===== src/rtl/alarm_scheduler_if.sv =====
`timescale 1ns/1ps
// alarm_scheduler_if: word-indexed register bus between a host and the alarm scheduler.
interface alarm_scheduler_if;
   logic [7:0]  addrIn;
   logic [7:0]  addrOut;
   logic [3:0]  sizeDecode;
   logic [31:0] dataIn;
   logic [31:0] dataOut;

   modport master (
      output addrIn,
      output addrOut,
      output sizeDecode,
      output dataIn,
      input  dataOut
   );

   modport slave (
      input  addrIn,
      input  addrOut,
      input  sizeDecode,
      input  dataIn,
      output dataOut
   );
endinterface


===== src/rtl/alarm_scheduler.sv =====
`timescale 1ns/1ps
// alarm_scheduler: multi-channel millisecond alarms scanned one channel per cycle, level irq.
// Define ALARM_SCHED_OVERRUN_EN to build the per-channel 4-bit overrun counters.
module alarm_scheduler #(
   parameter int NUM_CH = 4
) (
   input  logic             clk,
   input  logic             rstn,
   alarm_scheduler_if.slave bus,
   input  logic [31:0]      msTime,
   output logic             irq
);

   typedef enum logic {IDLE, SCAN} state_t;

   state_t            state;
   state_t            next_state;
   logic [2:0]        scan_idx;
   logic [2:0]        next_idx;

   logic              ctrl_en;
   logic [NUM_CH-1:0] pending;
   logic [NUM_CH-1:0] mask;
   logic [NUM_CH-1:0] armed;
   logic [31:0]       deadline [NUM_CH];
   logic [31:0]       period   [NUM_CH];

   logic              wr_en;
   logic [31:0]       lane_mask;
   logic              ctrl_wr;
   logic              pend_wr;
   logic              mask_wr;
   logic [NUM_CH-1:0] dl_wr;
   logic [NUM_CH-1:0] pr_wr;
   logic [NUM_CH-1:0] pend_clr;

   logic [31:0]       sel_deadline;
   logic              sel_armed;
   logic [31:0]       slack;
   logic [NUM_CH-1:0] fire;

   logic [31:0]       overrun_word;
   logic [31:0]       read_word;

   function automatic logic [31:0] merge(input logic [31:0] old_val,
                                         input logic [31:0] wdata,
                                         input logic [31:0] lanes);
      return (old_val & ~lanes) | (wdata & lanes);
   endfunction

   always_comb begin
      wr_en     = |bus.sizeDecode;
      lane_mask = {{8{bus.sizeDecode[3]}}, {8{bus.sizeDecode[2]}},
                   {8{bus.sizeDecode[1]}}, {8{bus.sizeDecode[0]}}};
      ctrl_wr   = wr_en && (bus.addrIn == 8'd0);
      pend_wr   = wr_en && (bus.addrIn == 8'd1);
      mask_wr   = wr_en && (bus.addrIn == 8'd2);
      dl_wr     = '0;
      pr_wr     = '0;
      for (int ch = 0; ch < NUM_CH; ch++) begin
         dl_wr[ch] = wr_en && (bus.addrIn == 8'(4 + 2 * ch));
         pr_wr[ch] = wr_en && (bus.addrIn == 8'(5 + 2 * ch));
      end
      pend_clr = pend_wr ? (bus.dataIn[NUM_CH-1:0] & lane_mask[NUM_CH-1:0]) : '0;
   end

   // Only the channel under the scan pointer is compared; the sign of the
   // difference makes the test immune to msTime wrapping through zero.
   always_comb begin
      sel_deadline = '0;
      sel_armed    = 1'b0;
      for (int ch = 0; ch < NUM_CH; ch++) begin
         if (scan_idx == 3'(ch)) begin
            sel_deadline = deadline[ch];
            sel_armed    = armed[ch];
         end
      end
      slack = msTime - sel_deadline;
      fire  = '0;
      for (int ch = 0; ch < NUM_CH; ch++) begin
         fire[ch] = (state == SCAN) && sel_armed && !slack[31] && (scan_idx == 3'(ch));
      end
   end

   always_comb begin
      next_state = state;
      next_idx   = scan_idx;
      case (state)
         IDLE: begin
            next_idx = '0;
            if (ctrl_en) next_state = SCAN;
         end
         SCAN: begin
            next_idx = (scan_idx == 3'(NUM_CH - 1)) ? 3'd0 : scan_idx + 3'd1;
            if (!ctrl_en) begin
               next_state = IDLE;
               next_idx   = '0;
            end
         end
         default: begin
            next_state = IDLE;
            next_idx   = '0;
         end
      endcase
   end

   always_ff @(posedge clk or negedge rstn) begin
      if (!rstn) begin
         state    <= IDLE;
         scan_idx <= '0;
      end else begin
         state    <= next_state;
         scan_idx <= next_idx;
      end
   end

   // A host write to a channel's timing registers overrides the scanner's
   // reload in the same cycle and leaves the channel armed.
   always_ff @(posedge clk or negedge rstn) begin
      if (!rstn) begin
         ctrl_en <= 1'b0;
         pending <= '0;
         mask    <= '0;
         armed   <= '0;
         for (int ch = 0; ch < NUM_CH; ch++) begin
            deadline[ch] <= '0;
            period[ch]   <= '0;
         end
      end else begin
         if (ctrl_wr && bus.sizeDecode[0]) ctrl_en <= bus.dataIn[0];
         pending <= (pending & ~pend_clr) | fire;
         if (mask_wr) begin
            mask <= (mask & ~lane_mask[NUM_CH-1:0]) |
                    (bus.dataIn[NUM_CH-1:0] & lane_mask[NUM_CH-1:0]);
         end
         for (int ch = 0; ch < NUM_CH; ch++) begin
            if (dl_wr[ch]) begin
               deadline[ch] <= merge(deadline[ch], bus.dataIn, lane_mask);
               armed[ch]    <= 1'b1;
            end else if (pr_wr[ch] && fire[ch]) begin
               armed[ch]    <= 1'b1;
            end else if (fire[ch]) begin
               if (period[ch] != 32'd0) deadline[ch] <= deadline[ch] + period[ch];
               else                     armed[ch]    <= 1'b0;
            end
            if (pr_wr[ch]) period[ch] <= merge(period[ch], bus.dataIn, lane_mask);
         end
      end
   end

`ifdef ALARM_SCHED_OVERRUN_EN
   logic       ovr_wr;
   logic [3:0] ovr_cnt [NUM_CH];

   assign ovr_wr = |bus.sizeDecode && (bus.addrIn == 8'd3);

   always_ff @(posedge clk or negedge rstn) begin
      if (!rstn) begin
         for (int ch = 0; ch < NUM_CH; ch++) ovr_cnt[ch] <= '0;
      end else if (ovr_wr) begin
         for (int ch = 0; ch < NUM_CH; ch++) ovr_cnt[ch] <= '0;
      end else begin
         for (int ch = 0; ch < NUM_CH; ch++) begin
            if (fire[ch] && pending[ch] && (ovr_cnt[ch] != 4'hF)) ovr_cnt[ch] <= ovr_cnt[ch] + 4'd1;
         end
      end
   end

   always_comb begin
      overrun_word = '0;
      for (int ch = 0; ch < NUM_CH; ch++) overrun_word[4*ch +: 4] = ovr_cnt[ch];
   end
`else
   assign overrun_word = '0;
`endif

   always_comb begin
      read_word = '0;
      case (bus.addrOut)
         8'd0: read_word = {31'b0, ctrl_en};
         8'd1: read_word = 32'(pending);
         8'd2: read_word = 32'(mask);
         8'd3: read_word = overrun_word;
         default: begin
            for (int ch = 0; ch < NUM_CH; ch++) begin
               if (bus.addrOut == 8'(4 + 2 * ch))      read_word = deadline[ch];
               else if (bus.addrOut == 8'(5 + 2 * ch)) read_word = period[ch];
            end
         end
      endcase
   end

   always_ff @(posedge clk or negedge rstn) begin
      if (!rstn) begin
         bus.dataOut <= '0;
         irq         <= 1'b0;
      end else begin
         bus.dataOut <= read_word;
         irq         <= |(pending & mask);
      end
   end

endmodule

===== src/flat_wrapper.sv =====
// flat-port wrapper written by rule: the top's interface ports become plain ports
module alarm_scheduler_flat 
#(
   parameter int NUM_CH = 4
)
  (clk, rstn, msTime, irq, bus_addrIn, bus_addrOut, bus_sizeDecode, bus_dataIn, bus_dataOut);
  alarm_scheduler_if bus_i ();
  input  logic clk;
  input  logic rstn;
  input  logic [31:0] msTime;
  output logic irq;
  input wire logic [$bits(bus_i.addrIn)-1:0] bus_addrIn;
  input wire logic [$bits(bus_i.addrOut)-1:0] bus_addrOut;
  input wire logic [$bits(bus_i.sizeDecode)-1:0] bus_sizeDecode;
  input wire logic [$bits(bus_i.dataIn)-1:0] bus_dataIn;
  output wire logic [$bits(bus_i.dataOut)-1:0] bus_dataOut;
  assign bus_i.addrIn = bus_addrIn;
  assign bus_i.addrOut = bus_addrOut;
  assign bus_i.sizeDecode = bus_sizeDecode;
  assign bus_i.dataIn = bus_dataIn;
  assign bus_dataOut = bus_i.dataOut;
  alarm_scheduler #(.NUM_CH(NUM_CH)) u_core (.clk(clk), .rstn(rstn), .bus(bus_i), .msTime(msTime), .irq(irq));
endmodule

===== config.mk =====
export PLATFORM = sky130hd
export DESIGN_NAME = alarm_scheduler_flat
export DESIGN_NICKNAME = d
export VERILOG_FILES = /design/src/rtl/alarm_scheduler_if.sv /design/src/rtl/alarm_scheduler.sv /design/src/flat_wrapper.sv
export SDC_FILE = /design/constraint.sdc
export NUM_CORES = 1
export LEC_CHECK = 0
export CORE_MARGIN = 5
export CORE_UTILIZATION = 35
export DETAILED_ROUTE_END_ITERATION = 6
export PLACE_DENSITY_LB_ADDON = 0.15
export SYNTH_ARGS = -nofsm -noshare
export SYNTH_HDL_FRONTEND = slang
export SYNTH_SLANG_ARGS = --single-unit

===== constraint.sdc =====
create_clock -name clk -period 11.2 [get_ports clk]
set_input_delay 1.68 -clock clk [delete_from_list [all_inputs] [get_ports clk]]
set_output_delay 1.68 -clock clk [all_outputs]
set_load 0.01 [all_outputs]

==> results.toml <==
[run_status]
outcome = "complete, no violations"

[finish]
sequential_cell_area_um2 = 7660
n_fill_cell = 6293
drive_above_1_share_pct = 12.1
multi_input_comb_area_um2 = 14000
finish.net_count = 2770
syn2layout_area_growth_pct = 15.5
final_core_util_pct = 40.8
instances_no_fill = 3395

[power_and_ir_drop]
share_clk_of_total_power_pct = 40.7
peakVddDrop_mv = 0.0850
power.share.switching_pct = 31.6
post-layout-total-power_mw = 3.24
intPower_mw = 2.22
power-per-cell-area_nw_per_um2 = 126
netSwitchingPower_mw = 1.02
sequentialPowerShare_pct = 39.8
combPwrFrac_pct = 19.5
power.leakage_nw = 11.6

[clocking]
tritoncts = "built"
post_cts.resized_instances = 0
worstSkewPairLatency_ns = 0.57
tritoncts_num_sinks = 306
ctsHtreeMaxLevel = 2
buffer_cell_driving_the_clock_tree_root = "sky130_fd_sc_hd__clkbuf_16"
post-cts-setup-buffers = 0
clk_pin_slew_worst_paths_ns = 0.06
numCtsBuffers = 40
max-clock-path-buffers = 3
hold_buf_count_cts = 0

[global_routing]
grt-ovfl-total = 0
grt_pass1_wl_um = 138000
grt.total_usage_pct = 26.6
pin_count_of_the_biggest_net_entering_global_routing = 135
antenna_found_initial = 7
via_count_of_the_first_global_routing_pass = 20800

[route]
routed-via-count = 20900
detailedRoute.firstIterationViolations = 2262
routed_wirelength_um = 93600
drc_errors_left = 0
ant_nets = 0
detailedRoute.firstPassIterationCount = 6
vias_per_cell = 6.15
post_drt_wl_per_cell_um = 27.6

[worst_setup_path]
timing.critical_path.from = "u_core.scan_idx[0]"
timing.critical_path.fanout_max = 33
crit_type = "flip-flop to flip-flop"
worst-endpoint-arrival_ns = 7.10
regToRegStartpoint = "u_core.scan_idx[0]"
timing.critical_path.required_ns = 11.65
worst_path_largest_cell_delay_ns = 0.82
cp-start-kind = "flip-flop"
timing.critical_path.to_type = "flip-flop"
crit_path_top_delay_cell = "sky130_fd_sc_hd__mux2i_1"
critical_path.cell_chain = "ha_1 > nor2b_4 > buf_4 > a211oi_1 > a21oi_1 > ha_1 > a221oi_1 > o21ai_0 > a221o_1 > a211oi_1 > nand2_1 > mux2i_1 > nor2_2 > buf_4 > a21oi_2 > mux2_2"

[die]
die_h_um = 262
core_um2 = 63000
initial_utilization_pct = 35.3
top_level_ports = 119
die_w_um = 262
fp.dieArea_um2 = 68700
placementRows = 92

[placement]
post-place-cells = 3326
numPortBuffers = 118
gp_congestion = 0.978
post_detailed_placement_half_perimeter_wirelength_um = 72300

[timing]
timing.final.crit_period_ns = 6.65
worstMarginPinSlew_ns = 1.13
setup-tns-final_ns = 0
worst_slew_margin_rel_pct = 24.4
setup_repair_after_global_routing_missed_its_margin = "no"
final-hold-violation-count = 0
setup_violations = 0
final_min_period_over_clock_period_pct = 59.4
max_freq_mhz = 150
finalMaxSlewViolations = 0
holdWs_ns = 0.470
worst_clock_skew_ns = 0.0185

[synthesis]
yosysSeqAreaShare_pct = 34.4
synth_top_area_share_pct = 34.4
yosys_warnings = 0
synth_seq_cells = 306
synth_enable_flop_cells = 0
ys_top_cells_by_count = "sky130_fd_sc_hd__dfrtp_1, sky130_fd_sc_hd__a21oi_1, sky130_fd_sc_hd__nor2_1"
post_synth_inst_count = 2438
syn-num-nets = 2686
synthFlopType = "sky130_fd_sc_hd__dfrtp_1"
mappedNetlistArea_um2 = 22200
async_flop_share_pct = 100
netlist.top_cell.by_area = "sky130_fd_sc_hd__dfrtp_1"
area_contributors_post_synth = "sky130_fd_sc_hd__dfrtp_1, sky130_fd_sc_hd__ha_1, sky130_fd_sc_hd__mux2_2, sky130_fd_sc_hd__a21oi_1, sky130_fd_sc_hd__nor2_1"
synthesis.area_per_instance_um2 = 9.12
synth_cell_types = 85
synthMostInstantiatedCell = "sky130_fd_sc_hd__dfrtp_1"

[flow_run]
max_cap_violations = 0

[hold_path]
worstHoldPathType = "flip-flop to flip-flop"
timing.hold.worst.start = "u_core.ctrl_en"
## worst max-delay path, delay by kind of cell (launching register included)
family | cells | cell delay, ns
AO/OA/AOI/OAI | 7 | 2.10
AND/OR/NAND/NOR | 3 | 1.25
multiplexers | 2 | 1.22
buffers and inverters | 2 | 0.78
adder cells (fa/ha/maj) | 2 | 0.75
flip-flops | 1 | 0.40
## cell type report
cell class              instances  share of cell area [%]
multi-input cells            1965                    54.5
flip-flops and latches        306                    29.8
repair buffers                149                    5.57
clock buffers                  49                    4.27
well taps                     846                    4.12
inverters                      60                   0.877
clock inverters                19                   0.789
diodes                          1                 0.00974
## power by group through the flow
stage                     clock, mW  combinational, mW  sequential [mW]
after floorplan                   0              0.409             1.25
after global placement            0              0.614             1.30
after detailed placement          0              0.625             1.30
after CTS                      1.34              0.628             1.28
after global routing           1.38              0.696             1.29
final                          1.32              0.634             1.29
## cell families (layout without fill, tap and decap cells)
kind of cell / count (synthesis) / in the layout / synth area share, %
flops: 306 / 306 / 34.4
fa+ha+maj: 162 / 162 / 9.25
simple gates: 684 / 684 / 15.0
xor+xnor: 92 / 92 / 3.62
buf+inv: 167 / 277 / 2.89
other cells: 0 / 1 / 0
mux: 181 / 181 / 9.13
compound gates: 846 / 846 / 25.7
## path summary, 6_finish.rpt
kind	to	slack (ns)	depth (start not counted)
max	flip-flop	4.55	16
min	u_core.state	0.47	0
max reg2reg	flip-flop	4.55	16
min reg2reg	u_core.state	0.47	0
max in group asynchronous	async pin	7.81	3
min in group asynchronous	async pin	1.12	1
## placed cells by master, fill, tap and decap left out, types with 14 or more instances in the layout
cell type	netlist	final
sky130_fd_sc_hd__a22oi_1	99	99
sky130_fd_sc_hd__a21o_1	58	58
sky130_fd_sc_hd__o31ai_1	14	14
sky130_fd_sc_hd__nor4_1	44	44
sky130_fd_sc_hd__nor2b_1	17	15
sky130_fd_sc_hd__and3_1	22	22
sky130_fd_sc_hd__xor2_1	45	45
sky130_fd_sc_hd__buf_4	0	30
sky130_fd_sc_hd__o21ai_0	128	128
sky130_fd_sc_hd__inv_1	60	60
sky130_fd_sc_hd__a21oi_1	213	212
sky130_fd_sc_hd__a221o_1	16	16
sky130_fd_sc_hd__a31oi_1	24	24
sky130_fd_sc_hd__clkdlybuf4s50_1	0	117
sky130_fd_sc_hd__o21bai_1	15	15
sky130_fd_sc_hd__nand4_1	20	20
sky130_fd_sc_hd__dfrtp_1	306	306
sky130_fd_sc_hd__nand2_1	171	171
sky130_fd_sc_hd__nand3_1	75	75
sky130_fd_sc_hd__a22o_1	34	34
sky130_fd_sc_hd__mux2i_1	16	16
sky130_fd_sc_hd__o21a_1	22	22
sky130_fd_sc_hd__xnor2_1	47	47
sky130_fd_sc_hd__a211oi_1	55	55
sky130_fd_sc_hd__nand2b_1	33	31
sky130_fd_sc_hd__clkbuf_16	0	41
sky130_fd_sc_hd__mux2_2	163	163
sky130_fd_sc_hd__o22ai_1	31	31
sky130_fd_sc_hd__nor2_1	200	192
sky130_fd_sc_hd__nor3_1	27	24
sky130_fd_sc_hd__a221oi_1	39	39
sky130_fd_sc_hd__ha_1	158	158
## layer usage
| layer | vias up | share of wire, % | wire length (um) | track usage, % |
|---|---|---|---|---|
| met5 | - | 0.033 | 31 | 0 |
| met4 | 4 | 3.4 | 3170 | 8.16 |
| met2 | 797 | 44 | 40700 | 40.7 |
| met1 | 10400 | 45 | 41900 | 37.7 |
| met3 | 143 | 8.4 | 7820 | 6.22 |
| li1 | 9503 | - | - | - |
## through the flow
| stage | cell area, um2 | worst slack, ns |
|---|---|---|
| floorplan | 22200 | 6.85 |
| finish | 25700 | 4.55 |
| global placement | 24400 | 4.93 |
| detailed placement | 24400 | 4.74 |
| global route | 25700 | 4.29 |
| CTS | 25700 | 4.72 |
No activity file was read; power rests on OpenSTA's default activity.
